$ cat src/rtl/tr_manual_mc.sv
// Multi-channel manual stepper controller. Each channel runs its own
// IDLE / MOVE / MOVE_N state machine and produces a square step train whose
// high and low phases last half_period clock cycles each. MOVE runs until
// stop; MOVE_N issues exactly the latched number of pulses and then strobes
// done for one cycle.
module tr_manual_mc #(
    parameter int WIDTH_MANUAL = 16,
    parameter int CHANNELS     = 2,
    parameter int DIV_WIDTH    = 16
) (
    input  logic                               clk,
    input  logic                               rst,
    input  logic [CHANNELS-1:0]                start,
    input  logic [CHANNELS-1:0]                start_N,
    input  logic [CHANNELS-1:0]                stop,
    input  logic [CHANNELS-1:0]                dir_in,
    input  logic [CHANNELS*2*WIDTH_MANUAL-1:0] PULSE_NUMBER,
    input  logic [DIV_WIDTH-1:0]               half_period,
    output logic [CHANNELS-1:0]                enable_MANUAL,
    output logic [CHANNELS-1:0]                step,
    output logic [CHANNELS-1:0]                dir,
    output logic [CHANNELS*2*WIDTH_MANUAL-1:0] count_N,
    output logic [CHANNELS-1:0]                done,
    output logic                               busy
);

    localparam int CW = 2 * WIDTH_MANUAL;

    typedef enum logic [1:0] {
        IDLE   = 2'd0,
        MOVE   = 2'd1,
        MOVE_N = 2'd2
    } state_t;

    state_t               state_q  [CHANNELS];
    state_t               state_d  [CHANNELS];
    logic [CW-1:0]        count_q  [CHANNELS];
    logic [CW-1:0]        count_d  [CHANNELS];
    logic [CW-1:0]        target_q [CHANNELS];
    logic [CW-1:0]        target_d [CHANNELS];
    logic [CW-1:0]        target_in[CHANNELS];
    logic [DIV_WIDTH-1:0] div_q    [CHANNELS];
    logic [DIV_WIDTH-1:0] div_d    [CHANNELS];
    logic [CHANNELS-1:0]  en_q, en_d;
    logic [CHANNELS-1:0]  step_q, step_d;
    logic [CHANNELS-1:0]  dir_q, dir_d;
    logic [CHANNELS-1:0]  done_q, done_d;
    logic                 busy_q;
    logic [DIV_WIDTH-1:0] phase_reload;

    // Phase counter reload: a phase lasts reload+1 cycles, and 0 behaves like 1.
    always_comb begin
        phase_reload = (half_period == '0) ? '0 : half_period - DIV_WIDTH'(1);
    end

    // Per-channel target slicing and output mapping.
    for (genvar g = 0; g < CHANNELS; g++) begin : g_ch
        assign target_in[g]            = PULSE_NUMBER[g*CW +: CW];
        assign count_N[g*CW +: CW]     = count_q[g];
    end

    assign enable_MANUAL = en_q;
    assign step          = step_q;
    assign dir           = dir_q;
    assign done          = done_q;
    assign busy          = busy_q;

    // Next-state and next-output logic for every channel; the first step edge
    // is produced on entry so the pulse train starts the cycle after request.
    always_comb begin
        for (int i = 0; i < CHANNELS; i++) begin
            state_d[i]  = state_q[i];
            count_d[i]  = count_q[i];
            target_d[i] = target_q[i];
            div_d[i]    = div_q[i];
            en_d[i]     = en_q[i];
            step_d[i]   = step_q[i];
            dir_d[i]    = dir_q[i];
            done_d[i]   = 1'b0;
            case (state_q[i])
                IDLE: begin
                    step_d[i] = 1'b0;
                    en_d[i]   = 1'b0;
                    if (!stop[i] && (start[i] || start_N[i])) begin
                        state_d[i]  = start[i] ? MOVE : MOVE_N;
                        en_d[i]     = 1'b1;
                        dir_d[i]    = dir_in[i];
                        target_d[i] = target_in[i];
                        div_d[i]    = phase_reload;
                        if (!start[i] && target_in[i] == '0) begin
                            step_d[i]  = 1'b0;
                            count_d[i] = '0;
                            div_d[i]   = '0;
                        end else begin
                            step_d[i]  = 1'b1;
                            count_d[i] = CW'(1);
                        end
                    end
                end
                MOVE, MOVE_N: begin
                    if (stop[i]) begin
                        state_d[i] = IDLE;
                        en_d[i]    = 1'b0;
                        step_d[i]  = 1'b0;
                    end else if (div_q[i] != '0) begin
                        div_d[i] = div_q[i] - DIV_WIDTH'(1);
                    end else if (step_q[i]) begin
                        step_d[i] = 1'b0;
                        div_d[i]  = phase_reload;
                    end else if (state_q[i] == MOVE_N && count_q[i] == target_q[i]) begin
                        state_d[i] = IDLE;
                        en_d[i]    = 1'b0;
                        done_d[i]  = 1'b1;
                    end else begin
                        step_d[i] = 1'b1;
                        div_d[i]  = phase_reload;
                        if (count_q[i] != '1) begin
                            count_d[i] = count_q[i] + CW'(1);
                        end
                    end
                end
                default: begin
                    state_d[i] = IDLE;
                    en_d[i]    = 1'b0;
                    step_d[i]  = 1'b0;
                end
            endcase
        end
    end

    // State and output registers; reset wins over any move or request.
    always_ff @(posedge clk) begin
        if (rst) begin
            for (int i = 0; i < CHANNELS; i++) begin
                state_q[i]  <= IDLE;
                count_q[i]  <= '0;
                target_q[i] <= '0;
                div_q[i]    <= '0;
            end
            en_q   <= '0;
            step_q <= '0;
            dir_q  <= '0;
            done_q <= '0;
            busy_q <= 1'b0;
        end else begin
            for (int i = 0; i < CHANNELS; i++) begin
                state_q[i]  <= state_d[i];
                count_q[i]  <= count_d[i];
                target_q[i] <= target_d[i];
                div_q[i]    <= div_d[i];
            end
            en_q   <= en_d;
            step_q <= step_d;
            dir_q  <= dir_d;
            done_q <= done_d;
            busy_q <= |en_d;
        end
    end

endmodule

$ cat config.mk
export PLATFORM = sky130hd
export DESIGN_NAME = tr_manual_mc
export DESIGN_NICKNAME = d
export VERILOG_FILES = /design/src/rtl/tr_manual_mc.sv
export SDC_FILE = /design/constraint.sdc
export NUM_CORES = 1
export LEC_CHECK = 0
export CORE_ASPECT_RATIO = 0.8
export CORE_MARGIN = 8
export CORE_UTILIZATION = 45
export DETAILED_ROUTE_END_ITERATION = 7
export HOLD_SLACK_MARGIN = 0.02
export PLACE_DENSITY = 0.69
export SYNTH_ARGS = -nofsm -noshare
export SYNTH_HDL_FRONTEND = slang
export SYNTH_SLANG_ARGS = --single-unit
$ cat constraint.sdc
create_clock -name clk -period 5.2 [get_ports clk]
set_input_delay 1.04 -clock clk [delete_from_list [all_inputs] [get_ports clk]]
set_output_delay 1.04 -clock clk [all_outputs]
set_load 0.005 [all_outputs]
After elaboration in Yosys (flattened, before gate mapping)
Memory sizes are Yosys's and may differ from the RTL's. Index checks and enable logic that the tools add are counted.

Add/subtract/negate cells: 5. Eq/ne operators: 10. Muxes and demuxes: 88. Reduce and logical (&&, ||, !) cells: 26. Bitwise operators: 10.

Operator list (number): 32-bit two-way mux (20); 16-bit two-way mux (15); 32-bit case mux with 2 select lines (2); 32-bit by 1-bit adder with 32-bit output (second input constant) (2); 32-bit == test (2); 32-bit logical NOT (2); 32-bit inequality test (second input constant) (2); 16-bit case mux with 2 select lines (2); 16-bit by 1-bit subtractor with 16-bit output (second input constant) (3); 16-bit nonzero test (2); 1-bit two-way mux (29); 2-bit two-way mux (14); 16-bit logical NOT (1); 5-bit OR reduction (2); 1-bit OR (8); 1-bit case mux with 2 select lines (4); 2-bit case mux with 2 select lines (2); 1-bit logical AND (6); 3-bit inequality test (second input constant) (2); 2-bit OR reduction (3); 2-bit by 1-bit == test with 1-bit output (second input constant) (2); 2-bit == test (second input constant) (2); 1-bit logical NOT (4); 2-bit logical NOT (2); 3 further kinds (6).

Bits in writable memories: 164. Word-level logic and storage cells: 151. Memories: 4. Register bits: 9.

Memories: count_q (words 2, width 32, rd ports 2, clocked after Yosys merged registers in 0, write ports 2, line 37) `logic [CW-1:0] count_q [CHANNELS];`; target_q (words 2, width 32, rd ports 2, clocked after Yosys merged registers in 0, write ports 2, line 39) `logic [CW-1:0] target_q [CHANNELS];`; div_q (words 2, width 16, rd ports 2, clocked after Yosys merged registers in 0, write ports 2, line 42) `logic [DIV_WIDTH-1:0] div_q [CHANNELS];`; state_q (words 2, width 2, rd ports 2, clocked after Yosys merged registers in 0, write ports 2, line 35) `state_t state_q [CHANNELS];`.

Logic depth before layout (Yosys ltp)
An unclocked memory read counts as a cell.

Depth after elaboration: 9. Mapped depth: 12. Mapped depth without buffers: 9.

Worst setup path after synthesis
No wires, ideal clock.

Path type: input to register. From: in half_period[0]. To: mem div_q[0][8]. Data required time: 5.109 ns. Data arrival time: 2.855 ns. Stages: 8. Setup slack: 2.254 ns. Cell sequence: inv_1 -> ha_1 -> nor3b_1 -> nand2_1 -> or3_1 -> xor2_1 -> or4_1 -> a311oi_1.

RTL lines: start: declaration (line 18) `input logic [DIV_WIDTH-1:0] half_period,`; end: declaration (line 42).

==> run_results.csv <==
group,metric,value,unit
outcome,status,"complete, no violations",
clock_network,hold_buffers,0,
timing,slew_headroom,0.270,
timing,hold_viol_final,0,
placement,portBuffers,162,
timing,period_share,0.687,
global_routing,antenna_found_initial,0,
worst_hold_path,hp-class,"reg -> reg",
clock_network,cts_root_buffer,"clkbuf_16",
timing,fin_tns_setup,0,ps
timing,worst_pin_slew,1100,ps
placement,dp_hpwl,23.0,mm
critical_path,crit_type,"in -> reg",
clock_network,ctsResizeCount,0,
global_routing,grt_max_degree,68,
timing,fin_ws,1630,ps
yosys,synth_ff_type,"dfxtp_1",
clock_network,cts_max_path_buffers,2,
layout,insertedDiodeCount,0,
clock_network,clk_latency,430,ps
global_routing,grt_first_pass_wirelength,49.4,mm
global_routing,first_global_vias,9303,
critical_path,crit_path_start_kind,"input port",
layout,fin_nets,1490,
critical_path,cp.required,5560,ps
yosys,ys_types,76,
critical_path,worst-path-max-fanout,40,
job,drv_cap,0,
layout,drive_above_1_share,0.0572,
drt,drt_iter0_drc,933,
global_routing,grt_usage,0.226,
floorplanning,die_height,148,um
yosys,yosys_warnings,0,
clock_network,path_clk_slew,70,ps
yosys,ys_ff_latch,173,
drt,wl_per_cell,18.4,um
floorplanning,dieArea,26700,um^2
yosys,async_flop_share,0,
drt,first_pass_iters,7,
layout,final-instance-count-excl-fill,1674,
timing,skew,13.9,ps
yosys,avgSynthCellArea,7.74,um^2
drt,ant_nets,0,
yosys,synth_edf_count,0,
timing,rsz0062_at_grt,"false",
yosys,yosys.area.top_type_share,0.354,
yosys,ys_seq_area_frac,0.354,
drt,drt_wl_total,30.8,mm
clock_network,postCtsSetupBuffers,0,
global_routing,gr-total-overflow,0,
drt,via_count,9927,
yosys,postSynthCellCount,1264,
clock_network,h-tree-depth,4,
critical_path,arrival,3930,ps
yosys,mappedNetlistArea,9780,um^2
floorplanning,rows,48,
clock_network,cts_tree,"built",
power,peakVddDrop,0.157,mV
floorplanning,num_io_pins,163,
worst_hold_path,min_path_cells,2,
timing,finalSetupViolCount,0,
drt,viasPerCell,5.93,
timing,max_freq,280,MHz
critical_path,reg2reg_depth,10,
critical_path,end_kind,"flip-flop",
power,powerDensity,306,nW/um^2
layout,most-common-layout-cells,"nand2_1 (218), dfxtp_1 (173), clkdlybuf4s50_1 (161)",
yosys,syn-num-nets,1368,
yosys,synth_area_leaders,"dfxtp_1 (35%), nand2_1 (8.4%), a21oi_1 (7.5%), xor2_1 (3.9%), xnor2_1 (3.7%)",
placement,gp_congestion,0.910,
yosys,synth_top_area_cell,"dfxtp_1",
timing,maxSlewViolCount,0,
placement,dp_cells,1642,
layout,final_common_cell,"nand2_1",
floorplanning,start_util,0.456,
power,power_leakage,4.24,nW
drt,drcViolationCount,0,
floorplanning,dieWidth,181,um
clock_network,cts_made_buffers,17,
floorplanning,core-area,21400,um^2
layout,area_delta_synth_final,23.4,%
placement,dpl_worst_slack,1220,ps
clock_network,cts.sinks,173,
timing,finalCriticalPeriod,3570,ps
[registers in the layout (all words and copies together), names as in the netlist]
signal and cells:
div_q 32, done 2, dir 2, enable_MANUAL 2, target_q 64, step 2, count_q 64, busy 1
state_q 4
[per-stage QoR]
stage	power (mW)	cell area [um^2]	hold WS (ps)	util
floorplan	2.21	9780	436	-
detailed placement	2.47	11500	450	0.537
global placement	2.45	11500	444	0.537
finish	3.70	12100	462	0.563
global route	3.89	12100	472	0.563
CTS	3.70	12100	461	0.563
[cell usage after synthesis, types with 3 or more instances]
cell type and instances:
o22ai_1 3, nand3b_1 3, o31ai_1 19, nor2_1 65, or3_1 37, nor4_2 3, a21bo_2 5, nand3_1 41
nor4_1 37, o211ai_1 13, nor3b_1 8, a211oi_1 10, nand2b_1 5, or4_1 31, buf_2 9, and2_1 11
inv_1 21, clkbuf_1 50, dfxtp_1 173, o31a_1 3, nand4b_1 7, and3_1 15, a21oi_1 147, xor2_1 44
ha_1 14, buf_6 4, or4b_1 4, nand2_1 218, xnor2_1 41, nand4_1 42, o21ai_1 5, and4_1 8
o21ai_0 47, mux2i_1 6, o21ai_2 3, buf_1 3, nor3_1 47, o32ai_1 9, or2_2 5, o21bai_1 3
a21oi_2 3
[cells by family (layout without fill, tap and decap cells)]
kind of cell,count (synthesis),in the layout,synth area share
adders and majority gates,14,14,0.0179
muxes,6,6,0.00614
xor gates and xnor gates,86,86,0.0777
DFF,173,173,0.354
AOI/OAI and AO/OA,292,292,0.180
buffers and inverters,92,227,0.0428
and+or+nand+nor,601,601,0.321
[layer usage]
| metal | vias to the layer above | global-route usage | share of wire |
|---|---|---|---|
| li1 | 4840 | - | - |
| met1 | 4669 | 0.309 | 0.46 |
| met2 | 370 | 0.347 | 0.44 |
| met3 | 48 | 0.0535 | 0.078 |
| met4 | 0 | 0.0714 | 0.019 |
| met5 | - | 0 | 0 |
[critical path, cell delays in order]
cell and delay [ps]:
clkdlybuf4s50_1 520, nor2_1 90, a21oi_1 240, nand3_2 160, or3_1 820, buf_4 390, or4_1 510, a21oi_1 150
[worst paths after layout]
| check | from | end | slack [ps] |
|---|---|---|---|
| worst max-delay path | start[1] | count_q[0][59] | 1630 |
| worst min-delay path | dir[1] | dir[1] | 460 |
| worst max register to register | div_q[0][16] | count_q[0][59] | 1700 |
| worst min register to register | dir[1] | dir[1] | 460 |
[power by group]
part	switching, mW	internal (mW)
Sequential	0.110	1.42
Combinational	0.549	0.371
Clock	0.576	0.669
[cell type report]
class	count	area (um^2)
inverters	22	82.6
fillers	1995	9370
multi-input cells	999	5920
flip-flops and latches	173	3460
clock buffers	18	429
repair buffers	173	1700
clock inverters	14	136
well taps	275	344
(Power assumes the default switching activity.)
